==> src/rtl/reset_sequencer.sv <==
// Ordered multi-stage reset sequencer: holds every stage in reset, then releases them one at a time,
// waiting for each stage's ack. A missing ack times out and restarts the sequence.
module reset_sequencer #(
    parameter int unsigned NUM_STAGES  = 3,
    parameter int unsigned MIN_ASSERT  = 8,
    parameter int unsigned STAGE_DELAY = 16,
    parameter int unsigned ACK_TIMEOUT = 255
) (
    input  logic                  clk,
    input  logic                  arst,
    input  logic                  sw_rst_req,
    input  logic [NUM_STAGES-1:0] stage_ack,
    output logic [NUM_STAGES-1:0] stage_rst,
    output logic                  all_ready,
    output logic                  timeout_err,
    output logic [1:0]            rst_cause
);

    localparam int unsigned MAX_A   = (MIN_ASSERT > STAGE_DELAY) ? MIN_ASSERT : STAGE_DELAY;
    localparam int unsigned MAX_CNT = (MAX_A > ACK_TIMEOUT) ? MAX_A : ACK_TIMEOUT;
    localparam int unsigned CNT_W   = $clog2(MAX_CNT + 1);
    localparam int unsigned IDX_W   = (NUM_STAGES > 1) ? $clog2(NUM_STAGES) : 1;

    localparam logic [1:0] CausePowerOn = 2'd0;
    localparam logic [1:0] CauseSw      = 2'd1;
    localparam logic [1:0] CauseTimeout = 2'd2;

    typedef enum logic [1:0] {
        StHold,
        StWaitAck,
        StDelay,
        StRun
    } state_e;

    state_e                r_state, w_state_d;
    logic [CNT_W-1:0]      r_cnt, w_cnt_d;
    logic [IDX_W-1:0]      r_idx, w_idx_d;
    logic [NUM_STAGES-1:0] r_stage_rst, w_stage_rst_d;
    logic                  r_all_ready, w_all_ready_d;
    logic                  r_timeout_err, w_timeout_err_d;
    logic [1:0]            r_rst_cause, w_rst_cause_d;

    logic                  w_ack;
    logic [IDX_W-1:0]      w_idx_inc;

    assign w_ack     = stage_ack[r_idx];
    assign w_idx_inc = r_idx + IDX_W'(1);

    always_comb begin
        w_state_d       = r_state;
        w_cnt_d         = r_cnt;
        w_idx_d         = r_idx;
        w_stage_rst_d   = r_stage_rst;
        w_all_ready_d   = r_all_ready;
        w_timeout_err_d = r_timeout_err;
        w_rst_cause_d   = r_rst_cause;

        // Software request beats any ack or timeout seen in the same cycle.
        if (sw_rst_req) begin
            w_state_d     = StHold;
            w_cnt_d       = '0;
            w_idx_d       = '0;
            w_stage_rst_d = '1;
            w_all_ready_d = 1'b0;
            w_rst_cause_d = CauseSw;
        end else begin
            unique case (r_state)
                StHold: begin
                    w_stage_rst_d = '1;
                    w_all_ready_d = 1'b0;
                    if (r_cnt == CNT_W'(MIN_ASSERT - 1)) begin
                        w_state_d        = StWaitAck;
                        w_cnt_d          = '0;
                        w_idx_d          = '0;
                        w_stage_rst_d[0] = 1'b0;
                    end else begin
                        w_cnt_d = r_cnt + CNT_W'(1);
                    end
                end
                StWaitAck: begin
                    if (w_ack) begin
                        w_cnt_d = '0;
                        if (r_idx == IDX_W'(NUM_STAGES - 1)) begin
                            w_state_d     = StRun;
                            w_all_ready_d = 1'b1;
                        end else begin
                            w_state_d = StDelay;
                        end
                    end else if (r_cnt == CNT_W'(ACK_TIMEOUT - 1)) begin
                        w_state_d       = StHold;
                        w_cnt_d         = '0;
                        w_idx_d         = '0;
                        w_stage_rst_d   = '1;
                        w_timeout_err_d = 1'b1;
                        w_rst_cause_d   = CauseTimeout;
                    end else begin
                        w_cnt_d = r_cnt + CNT_W'(1);
                    end
                end
                StDelay: begin
                    if (r_cnt == CNT_W'(STAGE_DELAY - 1)) begin
                        w_state_d = StWaitAck;
                        w_cnt_d   = '0;
                        w_idx_d   = w_idx_inc;
                        for (int i = 0; i < NUM_STAGES; i++) begin
                            if (w_idx_inc == IDX_W'(i)) begin
                                w_stage_rst_d[i] = 1'b0;
                            end
                        end
                    end else begin
                        w_cnt_d = r_cnt + CNT_W'(1);
                    end
                end
                StRun: begin
                    w_all_ready_d = 1'b1;
                end
                default: begin
                    w_state_d = StHold;
                end
            endcase
        end
    end

    always_ff @(posedge clk or negedge arst) begin
        if (!arst) begin
            r_state       <= StHold;
            r_cnt         <= '0;
            r_idx         <= '0;
            r_stage_rst   <= '1;
            r_all_ready   <= 1'b0;
            r_timeout_err <= 1'b0;
            r_rst_cause   <= CausePowerOn;
        end else begin
            r_state       <= w_state_d;
            r_cnt         <= w_cnt_d;
            r_idx         <= w_idx_d;
            r_stage_rst   <= w_stage_rst_d;
            r_all_ready   <= w_all_ready_d;
            r_timeout_err <= w_timeout_err_d;
            r_rst_cause   <= w_rst_cause_d;
        end
    end

    assign stage_rst   = r_stage_rst;
    assign all_ready   = r_all_ready;
    assign timeout_err = r_timeout_err;
    assign rst_cause   = r_rst_cause;

endmodule

==> config.mk <==
export PLATFORM = sky130hd
export DESIGN_NAME = reset_sequencer
export DESIGN_NICKNAME = d
export VERILOG_FILES = /design/src/rtl/reset_sequencer.sv
export SDC_FILE = /design/constraint.sdc
export NUM_CORES = 1
export LEC_CHECK = 0
export BUFFER_PORTS_ARGS = -buffer_cell sky130_fd_sc_hd__buf_2
export CAP_MARGIN = 40
export CORE_UTILIZATION = 35
export CTS_CLUSTER_SIZE = 24
export DETAILED_ROUTE_END_ITERATION = 7
export SYNTH_ARGS = -nofsm -noshare
export SYNTH_HDL_FRONTEND = slang
export SYNTH_SLANG_ARGS = --single-unit
==> constraint.sdc <==
create_clock -name clk -period 2.5 [get_ports clk]
set_clock_uncertainty 0.15 [all_clocks]
set_input_delay 0.375 -clock clk [delete_from_list [all_inputs] [get_ports clk]]
set_output_delay 0.375 -clock clk [all_outputs]
set_load 0.05 [all_outputs]
; Word level (Yosys, flattened, before mapping)
; Cells that the tools add are included.
[op_classes]
addsub = 2
magnitude_cmp = 1
n_eq_ne = 20
n_mux = 37
bitwise = 2
n_reduce_logical = 14
[ops]
columns = operator, n
row1 = 2-to-1 mux 8 bit, 5
row2 = inequality test 3 bit (second input constant), 9
row3 = 2-to-1 mux 2 bit, 13
row4 = one-hot mux 8 bit (3 select lines), 1
row5 = AND reduction 5 bit, 4
row6 = 2-to-1 mux 3 bit, 4
row7 = one-hot mux 2 bit (3 select lines), 2
row8 = 2-to-1 mux 1 bit, 9
row9 = one-hot mux 3 bit (3 select lines), 1
row10 = adder 8 x 1 -> 8 bit (second input constant), 1
row11 = == test 2 bit (second input constant), 4
row12 = == test 8 x 3 -> 1 bit (second input constant), 1
row13 = == test 8 x 4 -> 1 bit (second input constant), 1
row14 = == test 8 bit (second input constant), 1
row15 = AND reduction 4 bit, 2
row16 = nonzero test 4 bit, 2
row17 = AND reduction 3 bit, 2
row18 = == test 2 x 1 -> 1 bit (second input constant), 2
row19 = logical NOT 2 bit, 2
row20 = inequality test 4 bit (second input constant), 1
row21 = nonzero test 2 bit, 2
row22 = less-than comparator 2 x 3 -> 1 bit (second input constant), 1
row23 = one-hot mux 1 bit (3 select lines), 1
row24 = adder 2 x 1 -> 2 bit (second input constant), 1
row25 = other kinds (3), 4
[totals]
regBits = 19
inputBits = 6
out_inout_bits = 7
elab_cells = 85

; Logic depth before layout (Yosys ltp)
; Gate-level depths: netlist of the first run.
[depth]
word_depth = 6
depth_mapped = 9
mapped_depth_nobuf = 7

; Least setup slack after synthesis of the first run
; Ideal clock, no wire load.
[synth_timing]
path_kind = reg2reg
from = register r_state[1]
to = register r_cnt[4]
setup_time_ns = 0.125
arrival_time_ns = 1.860
required_time_ns = 2.225
slack_ns = 0.365
stages_incl_launch_ff = 10
path_buffers = 2
period_less_slack_ns = 2.135
cell_sequence = dfrtp_1 > inv_1 > ha_1 > buf_2 > or3_1 > clkbuf_1 > nor2_1 > nor3_1 > a21oi_1 > o21ai_1
[synth_between]
elab_chain_len = 3
word_cells_on_any_way = 6
classes_between = eq/ne (2) / mux (2) / reduce/logical (2)
[synth_rtl]
columns = element, line_no
row1 = start: declaration, 35  ; state_e r_state, w_state_d;
row2 = start signal: assignment, 126  ; r_state <= StHold;
row3 = start signal: assignment, 134  ; r_state <= w_state_d;
row4 = "== test 2 bit, or another cell as far along", 67  ; unique case (r_state)
row5 = one-hot mux 8 bit (3 select lines), 67
row6 = 2-to-1 mux 8 bit, 59  ; if (sw_rst_req) begin
row7 = end signal: assignment, 135  ; r_cnt <= w_cnt_d;
row8 = end: declaration, 36  ; logic [CNT_W-1:0] r_cnt, w_cnt_d;
; Parallel ways exist; a longest one is shown, timed or not.
; A chain may end at the register's enable or synchronous reset.

; Worst setup path in the final report of the first run
[layout_timing]
from = register r_state[1]
to = register r_cnt[0]
; Same word-level chain as after synthesis.

==> results.toml, run 1 <==
[status]
result_of_the_run = "complete, no violations"

[grt]
antenna_violations_before_repair = 0
pin_count_of_the_biggest_net_entering_global_routing = 20
grt_remaining_overflow = 0
global_route.usage.total_pct = 15.6
global_route_wire_length_before_repair_um = 4850
grt_pass1_vias = 1032

[detailed_routing]
via_per_inst = 5.37
dr.first_iter.drc_count = 67
routed_via_count = 1107
wl_per_cell_um = 13.9
totalWireLength_um = 2860
firstDrtPassIters = 4
postRouteAntennaNets = 0
post-route-drc-count = 0

[clock_network]
cts_clock_pin_slew_for_the_worst_setup_and_hold_paths_ps = 70
htree_levels = 1
clk_path_buf_depth = 2
tritoncts = "done"
cts_post_setup_buffers_inserted = 0
cts_made_buffers = 3
cts_hold_buf = 1
ctsResizeCount = 0
cts_sinks = 19
clk_latency_ps = 260
cts_root_buffer = "sky130_fd_sc_hd__clkbuf_8"

[sta]
finalSetupViolCount = 0
unrepaired_setup_endpoints_after_global_routing = "no"
slew_violations = 0
period_minus_slack_ps = 2250
final_min_period_over_clock_period_pct = 90.2
timing.max_slew.rel_slack_pct = 59.2
timing.setup.tns_ps = 0
clock.fmax_mhz = 443
finalHoldViolCount = 0
worst_margin_pin_slew_ps = 607

[layout]
drive_gt1_share_pct = 16.9
final_net_count = 178
layout-area-overhead-vs-synth_pct = 12.9
num-fill-cells = 345
post_layout_nonfiller_instances = 206
insertedDiodeCount = 0
post-route-util_pct = 42.8

[place]
io_buffers = 12
dpl.cell_count = 201
hpwl_um = 2050
gp_routability_congestion = 0.863

[setup_path]
critical_path.top_delay_family = "compound AO/OA/AOI/OAI gates"
timing.critical_path.to_type = "register"
critical-path-max-stage-delay_ps = 430
crit_path_max_fanout = 9
critical_path.cell_chain = "inv_1 > ha_1 > inv_1 > a41o_1 > o211ai_2 > nand2_1 > o31ai_1"
crit_required_ps = 2510
data_arrival_at_the_endpoint_of_the_critical_path_ps = 2270
timing.critical_path.mode_cell = "sky130_fd_sc_hd__inv_1"
crit_slowest_cell = "sky130_fd_sc_hd__dfrtp_1"
crit_type = "register to register"
worst_setup_path_start_kind = "register"
critical_path_buf_inv_count = 2

[logic_synthesis]
synth_top_area_share_pct = 30.7
synth_cells = 147
post_synth_most_frequent_cells = "sky130_fd_sc_hd__dfrtp_1, sky130_fd_sc_hd__nor2_1, sky130_fd_sc_hd__nand2_1, sky130_fd_sc_hd__ha_1"
syn-cell-area_um2 = 1310
synth_area_leader_cell = "sky130_fd_sc_hd__dfrtp_1"
yosysWarnings = 0
synth_most_common_cell = "sky130_fd_sc_hd__dfrtp_1"
ys.flop_type = "sky130_fd_sc_hd__dfrtp_1"
netlist_top_cells_area = "sky130_fd_sc_hd__dfrtp_1, sky130_fd_sc_hd__ha_1, sky130_fd_sc_hd__dfstp_2"
sequential_element_share_of_the_synthesized_area_pct = 36.7
synth.ff_latch_count = 19
postSynthNetCount = 164
syn-mean-instance-area_um2 = 8.88
synth-edff-count = 0
asyncSetResetFlopFracSynth_pct = 100
yosysUniqueCellTypes = 42

[floorplan]
initial_utilization_pct = 37.9
die_height_um = 63.1
fp-row-count = 21
boundaryPins = 13
dieArea_um2 = 3980
die_width_um = 63.1
core_area_um2 = 3440

[flow_run]
timing.max_cap.violations = 0

[min_path]
worstHoldPathType = "register to register"

[power_and_ir_drop]
leakagePower_uw = 0.000636
powerDensity_nw_per_um2 = 772
ir_worst_vdd_mv = 0.468
==> final timing paths <==
kind	to	from	slack, ps	depth (start not counted)
max	r_cnt[0]	r_state[1]	250	7
min	timeout_err	timeout_err	330	1
max reg2reg	r_cnt[0]	r_state[1]	250	7
min reg2reg	timeout_err	timeout_err	330	1
max in group asynchronous	stage_rst[2]	arst	1430	2
min in group asynchronous	r_state[1]	arst	440	2
==> state kept, by name (all words and copies together) (netlist names) <==
name / count
r_cnt: 8
r_state: 2
stage_rst: 3
timeout_err: 1
rst_cause: 2
all_ready: 1
r_idx: 2
==> layer usage <==
layer	GRT usage, %	wire length (µm)	vias to the layer above
met3	3.44	71	4
met1	21.0	1450	528
met5	0	0	-
met2	24.1	1290	18
met4	6.10	45	0
li1	-	-	557
==> metrics by stage <==
| step | hold slack, ps | total power [µW] | setup slack [ps] | cell area (µm²) |
|---|---|---|---|---|
| detailed placement | 196 | 919 | 293 | 1420 |
| finish | 328 | 1140 | 245 | 1470 |
| CTS | 335 | 1140 | 264 | 1470 |
| global route | 344 | 1230 | 33.7 | 1470 |
| global placement | 190 | 911 | 422 | 1420 |
| floorplan | -70.6 | 799 | 365 | 1310 |
==> logic make-up (layout without fill, tap and decap cells) <==
family	Yosys count	in the layout	share of synthesized area, %
mux	6	6	4.70
buf+inv	18	31	5.47
compound gates	36	36	20.0
flops	19	19	36.7
fa+ha+maj	11	11	10.5
simple gates	57	57	22.5
==> placed cells by master (no fill, tap or decap), types with 4 or more instances in the layout <==
cell type / count
sky130_fd_sc_hd__nor2_1: 13
sky130_fd_sc_hd__o22ai_1: 6
sky130_fd_sc_hd__a21oi_1: 5
sky130_fd_sc_hd__nand2b_1: 4
sky130_fd_sc_hd__nand3_1: 10
sky130_fd_sc_hd__ha_1: 11
sky130_fd_sc_hd__dfrtp_1: 16
sky130_fd_sc_hd__buf_4: 4
sky130_fd_sc_hd__a31oi_1: 5
sky130_fd_sc_hd__buf_2: 12
sky130_fd_sc_hd__inv_1: 10
sky130_fd_sc_hd__nand2_1: 12
sky130_fd_sc_hd__mux2i_1: 5
==> where the power goes <==
part / internal (µW) / switching, µW / total, µW
Sequential: 350 / 40.5 / 390
Combinational: 193 / 335 / 528
Clock: 113 / 106 / 219
Total: 656 / 481 / 1140
==> final cells by class <==
cell class                 instances  area, µm²  share of cell area [%]
sequential                        19        479                    32.5
clock buffer                       4       45.0                    3.06
inverter                          10       37.5                    2.55
multi-input combinational        110        754                    51.2
timing repair buffer              17        100                    6.79
tap                               46       57.6                    3.90
(Power assumes the default switching activity.)
==> run 2: changes to the inputs <==
- CELL_PAD_IN_SITES_DETAIL_PLACEMENT: unset -> 1
- CELL_PAD_IN_SITES_GLOBAL_PLACEMENT: unset -> 1
- CTS_BUF_LIST: unset -> sky130_fd_sc_hd__clkbuf_16
- PLACE_DENSITY_LB_ADDON: unset -> 0.1
==> results.toml, run 2 (synthesis gave the netlist of run 1 again) <==
[status]
result_of_the_run = "complete, no violations"

[setup_path]
crit_path_max_fanout = 9
worst_r2r_path_depth = 7
timing.critical_path.to_type = "register"
crit_type = "register to register"
crit_required_ps = 2500
crit-reg2reg-capture = "r_cnt[1]"
worst_setup_path_start_kind = "register"
data_arrival_at_the_endpoint_of_the_critical_path_ps = 2250
r2r-start = "r_state[1]"
reg2reg_setup_slack_ps = 250

[clock_network]
cts_clock_pin_slew_for_the_worst_setup_and_hold_paths_ps = 60
ctsResizeCount = 0
clk_latency_ps = 250
clk_path_buf_depth = 2
cts_made_buffers = 3
cts_root_buffer = "sky130_fd_sc_hd__clkbuf_16"
htree_levels = 1
tritoncts = "done"
cts_sinks = 19
cts_post_setup_buffers_inserted = 0

[floorplan]
die_width_um = 63.1
initial_utilization_pct = 37.9
boundaryPins = 13
dieArea_um2 = 3980
fp-row-count = 21
core_area_um2 = 3440
die_height_um = 63.1

[power_and_ir_drop]
ir_worst_vdd_mv = 0.312
leakagePower_uw = 0.000667
powerDensity_nw_per_um2 = 839

[sta]
timing.setup.tns_ps = 0
final_min_period_over_clock_period_pct = 90.1
slew_violations = 0
clock.fmax_mhz = 444
timing.max_slew.rel_slack_pct = 64.4
unrepaired_setup_endpoints_after_global_routing = "no"
holdWs_ps = 321
finalHoldViolCount = 0
worst_margin_pin_slew_ps = 529
period_minus_slack_ps = 2250
finalSetupViolCount = 0

[grt]
pin_count_of_the_biggest_net_entering_global_routing = 20
antenna_violations_before_repair = 0
global_route_wire_length_before_repair_um = 5810
grt_pass1_vias = 1204
grt_remaining_overflow = 0
global_route.usage.total_pct = 19.0

[place]
io_buffers = 12
hpwl_um = 2430
gp_routability_congestion = 0.838

[detailed_routing]
wl_per_cell_um = 16.0
totalWireLength_um = 3320
routed_via_count = 1163
dr.first_iter.drc_count = 34
postRouteAntennaNets = 0
firstDrtPassIters = 4
post-route-drc-count = 0
via_per_inst = 5.59

[min_path]
worstHoldPathType = "register to register"
hold_end = "rst_cause[0]"
hold_start = "rst_cause[0]"
hold_path_depth = 1

[layout]
most_flops_register = "r_cnt"
largest_reg_flops = 8
mostFrequentLayoutCells = "sky130_fd_sc_hd__dfrtp_1, sky130_fd_sc_hd__nor2_1, sky130_fd_sc_hd__nand2_1, sky130_fd_sc_hd__buf_2"
mostFrequentLayoutCell = "sky130_fd_sc_hd__dfrtp_1"
insertedDiodeCount = 0
layout-area-overhead-vs-synth_pct = 16.7
final_net_count = 180
drive_gt1_share_pct = 17.9

[flow_run]
timing.max_cap.violations = 0
-- run 2: cell types whose count changed in the layout (fill, tap and decap cells not counted) --
cell | previous run | this run
sky130_fd_sc_hd__inv_1 | 10 | 11
sky130_fd_sc_hd__clkbuf_16 | 0 | 3
sky130_fd_sc_hd__clkbuf_1 | 1 | 0
sky130_fd_sc_hd__buf_4 | 4 | 6
sky130_fd_sc_hd__clkbuf_8 | 3 | 0
-- run 2: area by class of cell --
| class | count | area, µm² |
|---|---|---|
| clock buffer | 3 | 75.1 |
| clock inverter | 1 | 3.75 |
| fill | 428 | 1920 |
| inverter | 10 | 37.5 |
| multi-input combinational | 110 | 754 |
| sequential | 19 | 479 |
| tap | 46 | 57.6 |
| timing repair buffer | 19 | 115 |
-- run 2: metrics by stage --
| stage | instance area [µm²] | util, % | worst slack (ps) | power (µW) | std cells |
|---|---|---|---|---|---|
| floorplan | 1310 | - | 365 | 799 | 147 |
| global placement | 1430 | 41.7 | 386 | 935 | 203 |
| detailed placement | 1430 | 41.7 | 275 | 949 | 203 |
| CTS | 1520 | 44.2 | 258 | 1300 | 208 |
| global route | 1520 | 44.2 | 53.9 | 1370 | 208 |
| finish | 1520 | 44.2 | 248 | 1280 | 208 |
-- run 2: power by group --
part | switching (µW) | leakage [µW] | total (µW) | internal (µW)
clock | 114 | 0.0000423 | 326 | 213
sequential | 40.3 | 0.000246 | 391 | 350
combinational | 353 | 0.000378 | 561 | 208
-- run 2: repair_timing --
item | CTS | global route
hold endpoints to repair | 16 | 0
endpoints found under the setup margin | 0 | 0
hold buffers | 1 | 0
-- run 2: how the worst max path moves through the flow --
| stage | from | end | cells past startpoint |
|---|---|---|---|
| detailed placement | r_state[1] | r_cnt[0] | 7 |
| global placement | r_state[1] | r_cnt[4] | 8 |
| global route | r_state[1] | r_cnt[1] | 7 |
| floorplan | r_state[1] | r_cnt[4] | 9 |
| CTS | r_state[1] | r_cnt[1] | 7 |
| finish | r_state[1] | r_cnt[1] | 7 |
-- run 2: worst max-delay path, cell delays in order, from the launching register on --
cell and delay, ps:
sky130_fd_sc_hd__dfrtp_1 420, sky130_fd_sc_hd__inv_1 110, sky130_fd_sc_hd__ha_1 330, sky130_fd_sc_hd__inv_1 150, sky130_fd_sc_hd__a41o_1 250, sky130_fd_sc_hd__o211ai_2 260
sky130_fd_sc_hd__nand2_1 230, sky130_fd_sc_hd__o31ai_1 240
-- run 2: routing by layer --
layer	vias up	GRT usage (%)	wire length, µm
li1	559	-	-
met5	-	0	0
met4	0	4.94	40
met3	6	5.07	120
met2	19	32.0	1600
met1	579	23.7	1560
==> run 3: changes to the inputs <==
- CTS_BUF_LIST: sky130_fd_sc_hd__clkbuf_16 -> unset
==> results.toml, run 3 (synthesis gave the netlist of run 1 again) <==
[setup_path]
crit_required_ps = 2510
timing.critical_path.to_type = "register"
critical_path.top_delay_family = "compound AO/OA/AOI/OAI gates"
critical_path.cell_chain = "inv_1 > ha_1 > inv_1 > a41o_1 > o211ai_2 > nand2_1 > o31ai_1"
critical_path_buf_inv_count = 2
crit_slowest_cell = "sky130_fd_sc_hd__dfrtp_1"
crit_path_max_fanout = 9
data_arrival_at_the_endpoint_of_the_critical_path_ps = 2270
crit_type = "register to register"
critical-path-max-stage-delay_ps = 430
timing.critical_path.mode_cell = "sky130_fd_sc_hd__inv_1"
worst_setup_path_start_kind = "register"

[sta]
clock.fmax_mhz = 442
unrepaired_setup_endpoints_after_global_routing = "no"
timing.setup.tns_ps = 0
holdWs_ps = 328
slew_violations = 0
period_minus_slack_ps = 2260
finalSetupViolCount = 0
timing.max_slew.rel_slack_pct = 64.5
final_min_period_over_clock_period_pct = 90.5
finalHoldViolCount = 0
worst_margin_pin_slew_ps = 527

[grt]
antenna_violations_before_repair = 0
pin_count_of_the_biggest_net_entering_global_routing = 20
grt_remaining_overflow = 0
global_route_wire_length_before_repair_um = 5690
grt_pass1_vias = 1163
global_route.usage.total_pct = 18.5

[clock_network]
htree_levels = 1
cts_post_setup_buffers_inserted = 0
ctsResizeCount = 0
clk_latency_ps = 260
cts_sinks = 19
cts_made_buffers = 3
clk_path_buf_depth = 2
cts_clock_pin_slew_for_the_worst_setup_and_hold_paths_ps = 70
cts_hold_buf = 1
tritoncts = "done"
cts_root_buffer = "sky130_fd_sc_hd__clkbuf_8"

[layout]
largest_reg_flops = 8
drive_gt1_share_pct = 17.9
insertedDiodeCount = 0
final_net_count = 180
multi_input_comb_area_um2 = 754
mostFrequentLayoutCells = "sky130_fd_sc_hd__dfrtp_1, sky130_fd_sc_hd__nor2_1, sky130_fd_sc_hd__nand2_1, sky130_fd_sc_hd__buf_2, sky130_fd_sc_hd__ha_1"
post-route-util_pct = 43.3
ff_latch_area_um2 = 479
num-fill-cells = 427
most_flops_register = "r_cnt"
layout-area-overhead-vs-synth_pct = 14.1
mostFrequentLayoutCell = "sky130_fd_sc_hd__dfrtp_1"

[floorplan]
die_width_um = 63.1
fp-row-count = 21
core_area_um2 = 3440
boundaryPins = 13
dieArea_um2 = 3980
initial_utilization_pct = 37.9
die_height_um = 63.1

[place]
hpwl_um = 2430
io_buffers = 12
gp_routability_congestion = 0.838

[detailed_routing]
wl_per_cell_um = 15.7
routed_via_count = 1142
via_per_inst = 5.49
firstDrtPassIters = 4
dr.first_iter.drc_count = 25
totalWireLength_um = 3260
postRouteAntennaNets = 0
post-route-drc-count = 0

[power_and_ir_drop]
powerDensity_nw_per_um2 = 780
leakagePower_uw = 0.000648
ir_worst_vdd_mv = 0.332

[status]
result_of_the_run = "complete, no violations"

[flow_run]
timing.max_cap.violations = 0

[min_path]
worstHoldPathType = "register to register"
## run 3: report_power, final
part	internal (µW)	switching (µW)	total (µW)
Clock	113	104	217
Combinational	208	347	555
Sequential	350	39.7	389
## run 3: per-stage QoR
step | power, µW | instance area (µm²) | cells | setup slack, ps
3_5_place_dp | 949 | 1430 | 203 | 275
6_report | 1160 | 1490 | 208 | 239
2_1_floorplan | 799 | 1310 | 147 | 365
4_1_cts | 1180 | 1490 | 208 | 251
3_3_place_gp | 935 | 1430 | 203 | 386
5_1_grt | 1250 | 1490 | 208 | 45.8
## run 3: path summary, 6_finish.rpt
kind	startpoint	to	slack, ps	cells past startpoint
hold reg to reg	rst_cause[0]	rst_cause[0]	330	1
setup / recovery	r_state[1]	r_cnt[0]	240	7
max in group asynchronous	arst	stage_rst[0]	1420	2
min in group asynchronous	arst	r_state[1]	440	2
setup reg to reg	r_state[1]	r_cnt[0]	240	7
hold / removal	rst_cause[0]	rst_cause[0]	330	1
## run 3: final cells by class
class	count	area share, %
Sequential cell	19	32.2
Inverter	10	2.52
Tap cell	46	3.87
Clock buffer	4	3.03
Timing Repair Buffer	19	7.73
Multi-Input combinational cell	110	50.7
## run 3: worst register-to-register path, delay by kind of cell, from the launching register on
kind,cells,cell delay (ps)
and+or+nand+nor,1,230
adders and majority gates,1,330
buffers and inverters,2,270
DFF,1,430
AOI/OAI and AO/OA,3,750
## run 3: routing by layer
metal	global-route usage, %	part of all wire (%)
met3	3.99	3.3
met1	24.4	48
met4	3.49	0.83
met5	0	0
met2	30.9	47
